--- src/rtl/decoder_scan.sv ---
// decoder_scan: registered N-to-2^N one-hot decoder.
// Direct mode decodes Din. Scan mode steps an internal index through every
// output, holding each one for DIV enabled cycles. This is typically used for
// digit or row strobing.
module decoder_scan #(
    parameter int N   = 2,
    parameter int DIV = 4
) (
    input  logic            clk,
    input  logic            rst_n,
    input  logic            En,
    input  logic            mode,
    input  logic [N-1:0]    Din,
    output logic [2**N-1:0] Do,
    output logic [N-1:0]    idx,
    output logic            wrap
);

    localparam int W  = 2**N;
    localparam int DW = (DIV > 1) ? $clog2(DIV) : 1;
    localparam logic [DW-1:0] DWELL_LAST = DW'(DIV - 1);
    localparam logic [W-1:0]  ONE        = W'(1);

    typedef enum logic {
        DIRECT,
        SCAN
    } state_t;

    state_t        r_state;
    state_t        w_state;
    logic [W-1:0]  r_do;
    logic [W-1:0]  w_do;
    logic [N-1:0]  r_idx;
    logic [N-1:0]  w_idx;
    logic [N-1:0]  w_idxInc;
    logic [DW-1:0] r_dwell;
    logic [DW-1:0] w_dwell;
    logic          r_wrap;
    logic          w_wrap;

    assign w_idxInc = r_idx + N'(1);

    // Next state and next outputs. A disabled cycle always yields an all-zero Do.
    always_comb begin
        w_state = r_state;
        w_idx   = r_idx;
        w_dwell = r_dwell;
        w_do    = '0;
        w_wrap  = 1'b0;
        if (r_state == SCAN && mode) begin
            if (En) begin
                if (r_dwell == DWELL_LAST) begin
                    w_dwell = '0;
                    w_idx   = w_idxInc;
                    w_do    = ONE << w_idxInc;
                    w_wrap  = &r_idx;
                end else begin
                    w_dwell = r_dwell + DW'(1);
                    w_do    = ONE << r_idx;
                end
            end
        end else begin
            // Covers DIRECT state and also leaving SCAN, which behaves like direct decode.
            w_state = DIRECT;
            if (En) begin
                w_idx   = Din;
                w_do    = ONE << Din;
                w_dwell = '0;
                if (mode) begin
                    w_state = SCAN;
                end
            end
        end
    end

    // State and output registers, cleared asynchronously by reset.
    always_ff @(posedge clk or negedge rst_n) begin
        if (!rst_n) begin
            r_state <= DIRECT;
            r_do    <= '0;
            r_idx   <= '0;
            r_dwell <= '0;
            r_wrap  <= 1'b0;
        end else begin
            r_state <= w_state;
            r_do    <= w_do;
            r_idx   <= w_idx;
            r_dwell <= w_dwell;
            r_wrap  <= w_wrap;
        end
    end

    assign Do   = r_do;
    assign idx  = r_idx;
    assign wrap = r_wrap;

endmodule

--- config.mk ---
export PLATFORM = sky130hd
export DESIGN_NAME = decoder_scan
export DESIGN_NICKNAME = d
export VERILOG_FILES = /design/src/rtl/decoder_scan.sv
export SDC_FILE = /design/constraint.sdc
export NUM_CORES = 1
export LEC_CHECK = 0
export ABC_AREA = 1
export CAP_MARGIN = 10
export CORE_MARGIN = 5
export CORE_UTILIZATION = 42
export CTS_CLUSTER_SIZE = 28
export DETAILED_ROUTE_END_ITERATION = 8
export PLACE_DENSITY = 0.8
export SYNTH_ARGS = -nofsm -noshare
export SYNTH_HDL_FRONTEND = slang
export SYNTH_SLANG_ARGS = --single-unit
--- constraint.sdc ---
create_clock -name clk -period 1.03 [get_ports clk]
set_input_delay 0.206 -clock clk [delete_from_list [all_inputs] [get_ports clk]]
set_output_delay 0.206 -clock clk [all_outputs]
set_load 0.02 [all_outputs]
Word-level counts from Yosys, hierarchy flattened
Cells that the tools add are included.
{"block": "word_totals", "out_inout_bits": 7, "elab_cells": 32, "in_bits": 6, "register_bits": 10}
{"block": "classes", "muxes": 17, "n_addsub": 2, "reduce_logical": 3, "eq_ne": 2, "n_shift": 3}
{"op": "$mux W2", "count": 8}
{"op": "$mux W4", "count": 4}
{"op": "$shl A1 B2 Y4 const A", "count": 3}
{"op": "$mux W1", "count": 5}
{"op": "$add A2 B1 Y2 const B", "count": 2}
{"op": "$reduce_and A2 Y1", "count": 2}
{"op": "$eq A2 B2 Y1 const B", "count": 1}
{"op": "$ne A2 B1 Y1 const B", "count": 1}
{"op": "$logic_and A1 B1 Y1", "count": 1}

Depth between registers and ports, before layout
{"block": "depth", "ltp_word": 5, "ltp_mapped": 6, "mapped_depth_nobuf": 6}

Worst setup path after synthesis
OpenSTA, ideal clock, no wires.
{"block": "synth_path", "path_type": "register to register", "from": "reg r_idx[0], in the netlist idx[0]", "to": "reg r_do[0], in the netlist Do[0]", "setup_ns": 0.117, "slack_ns": -0.154, "path_stages_with_launch": 7, "required_time_ns": 0.913, "arrival_ns": 1.067, "synth_period_minus_slack_ns": 1.184, "path_buffers": 0, "cell_sequence": "dfrtp_1 ha_1 inv_1 nand2_1 nand2_1 nand3_1 nand2_1"}
{"block": "synth_between", "elab_chain_len": 5, "elab_cells_between_ends": 6, "cone_classes": "1 x add/sub; 2 x shift; 3 x mux"}
{"item": "from (decl)", "line_no": "33", "rtl": "logic [N-1:0] r_idx;"}
{"item": "from (signal assigned)", "line_no": "87", "rtl": "r_idx <= w_idx;"}
{"item": "$add A2 B1 Y2", "line_no": "41", "rtl": "assign w_idxInc = r_idx + N'(1);"}
{"item": "$shl A1 B2 Y4", "line_no": "55", "rtl": "w_do = ONE << w_idxInc;"}
{"item": "$mux W4 (*)", "line_no": "52", "rtl": "if (r_dwell == DWELL_LAST) begin"}
{"item": "$mux W4 (*)", "line_no": "51", "rtl": "if (En) begin"}
{"item": "$mux W4 (*)", "line_no": "50", "rtl": "if (r_state == SCAN && mode) begin"}
{"item": "net w_do[0]", "line_no": "32", "rtl": "logic [W-1:0] w_do;"}
{"item": "to (signal assigned)", "line_no": "86", "rtl": "r_do <= w_do;"}
{"item": "to (decl)", "line_no": "31", "rtl": "logic [W-1:0] r_do;"}
Mark *: on every way through the listed nets, which the timed path passes. The rest lies on a longest branch.
A chain may end at the register's enable or synchronous reset.

Final worst setup path
{"block": "layout_path", "from": "reg r_idx[1], in the netlist idx[1]", "to": "reg r_do[1], in the netlist Do[1]"}
The elaborated chain is that of the path after synthesis.

==> results.cfg <==
[status]
status = complete, but fails checks
violations = negative setup slack

[clocking]
clkTransAtPathRegs_ns = 0.07
cts_hold_buf = 0
cts_buffers = 3
cts-root-buf = clkbuf_4
htree_levels = 1
cts_tree = built
numClockSinks = 10
cts_buffer_depth = 2
clock_latency_ns = 0.27

[run]
max_cap_violations = 0

[hold_path]
hp-class = in -> async

[timing]
slew_headroom_pct = 89.2
finalWorstSetupSlack_ns = -0.118
min_period_ns = 1.15
fmax_mhz = 871
rsz0062_at_grt = true
finalHoldViolCount = 0
hold_slack_ns = 0.227
slew_violations = 0
finClkSkew_ns = 0.00450
setup_viol = 7
worstMarginPinSlew_ns = 0.163
min_period_over_period_pct = 111

[global_route]
top_usage_layer = met2
antenna_found_initial = 0
track_usage_pct = 13.3
grt_pass1_vias = 487
use_met3_pct = 3.52
gr-usage-met2_pct = 21.2
grt_max_degree = 11
grt-ovfl-total = 0
grt_first_pass_wirelength_um = 1950
use_met1_pct = 16.3

[detailed_routing]
drc = 0
ant_nets = 0
detail_route.wl_per_cell_um = 11.1
via_per_inst = 4.91
wl_um = 1240
vias = 550
drt-initial-drc-count = 16
first_pass_iters = 4

[synth]
ys_ff_latch = 10
ys_warn_count = 0
synth_area_per_cell_um2 = 7.97
yosys.area_share.simple_pct = 39.4
muxShareOfSynthArea_pct = 0
mappedNetlistArea_um2 = 566
synth_fa_ha_area_share_pct = 6.64
syn-num-nets = 80
synth_cells = 71
synth_xor_area_share_pct = 1.55
synth_compound_area_share_pct = 1.55
ys_seq_area_share_pct = 44.2
synthDistinctLibCells = 15
synth_top_family_by_area = simple AND/OR/NAND/NOR gates

[die]
start_util_pct = 44.0
die_area_um2 = 2180
die_h_um = 46.7
placementRows = 13
core_area_um2 = 1280
io_pins = 13
die_w_um = 46.7

[finish]
mostFrequentLayoutCells = nand2_1, buf_4, dfrtp_1
finalNonFillerCells = 112
layout.cells.most_common = nand2_1
drive_above_1_share_pct = 38.1
fillers = 110
area_growth_pct = 49.3
nNetsFinal = 107
diodes = 0

[setup_path]
arrival_ns = 1.31
start_kind = flip-flop
required_ns = 1.20
worstSetupPathType = reg -> reg
worst_setup_path_end_kind = flip-flop
cp_max_fo = 3

[pwr]
power_density_nw_per_um2 = 1440
p_leak_nw = 0.472
ir_worst_vdd_v = 0.000871

[placement]
placement.io_buffers = 12
hpwl_um = 914
dp.cells = 105
gp_congestion = 0.887
## layer usage
layer | up-vias | wire length [um] | part of all wire [%]
li1 | 279 | - | -
met1 | 247 | 505 | 41
met2 | 20 | 622 | 50
met3 | 4 | 91 | 7.3
met4 | 0 | 21 | 1.7
met5 | - | 0 | 0
## metrics by stage
stage	power, W	utilization [%]	worst slack, ns	TNS [ns]	cell area, um^2
after floorplan	0.000652	-	-0.0654	-0.149	581
after global placement	0.000806	60.1	-0.184	-2.15	772
after detailed placement	0.000814	60.1	-0.234	-2.44	772
after CTS	0.00118	62.5	-0.136	-0.651	803
after global routing	0.00128	65.7	-0.175	-0.917	845
final	0.00122	65.7	-0.118	-0.565	845
## area by class of cell
cell class	instances	area, um^2	area share (%)
inverters	8	30.0	3.56
well taps	15	18.8	2.22
multi-input cells	52	323	38.2
clock buffers	4	36.3	4.30
repair buffers	23	184	21.8
flip-flops and latches	10	253	29.9
## state kept, by name, indices dropped and copies added, names as in the netlist
register,cells
idx,2
wrap,1
r_state,1
r_dwell,2
Do,4
## synthesized netlist by cell type
| master | n | area, um^2 |
|---|---|---|
| nand4_1 | 4 | 25.0 |
| dfrtp_1 | 10 | 250 |
| xnor2_1 | 1 | 8.76 |
| nor2_1 | 2 | 7.51 |
| ha_1 | 3 | 37.5 |
| nor2_8 | 1 | 20.0 |
| and3_1 | 1 | 6.26 |
| nand2_4 | 1 | 11.3 |
| nor2_2 | 1 | 6.26 |
| nand3_1 | 6 | 30.0 |
| nand2_1 | 31 | 116 |
| inv_1 | 7 | 26.3 |
| buf_4 | 1 | 7.51 |
| inv_2 | 1 | 3.75 |
| o21ai_2 | 1 | 8.76 |
## report_power, final
group	switching [W]	total (W)	internal (W)
clock	0.000150	0.000365	0.000215
sequential	0.0000304	0.000461	0.000430
combinational	0.000202	0.000393	0.000191
total	0.000382	0.00122	0.000836
## cells by family after synthesis
family          Yosys count
compound gates            1
flops                    10
buf+inv                   9
simple gates             47
xor+xnor                  1
fa+ha+maj                 3
## final timing paths
check / start / depth (start not counted) / slack, ns / end
max in group asynchronous: rst_n / 2 / 0.64 / idx[1]
worst min register to register: r_state / 2 / 0.66 / r_state
worst max register to register: idx[1] / 7 / -0.12 / Do[1]
worst max-delay path: idx[1] / 7 / -0.12 / Do[1]
min in group clk: Din[0] / 3 / 0.59 / Do[1]
worst min-delay path: rst_n / 2 / 0.23 / r_state
## worst max-delay path, cell delays in order, from the launching register on
cell and delay [ns]:
dfrtp_2 0.41, buf_6 0.12, ha_4 0.26, inv_2 0.04, nand2_2 0.05, nand2_2 0.06, nand3_1 0.07, nand2_1 0.05
## repair_timing
action	in CTS	in global routing
setup buffers	1	2
endpoints found under the setup margin	14	9
resized for setup	34	9
pin swaps	2	4
Note: power is estimated with default switching activity, not from simulation.
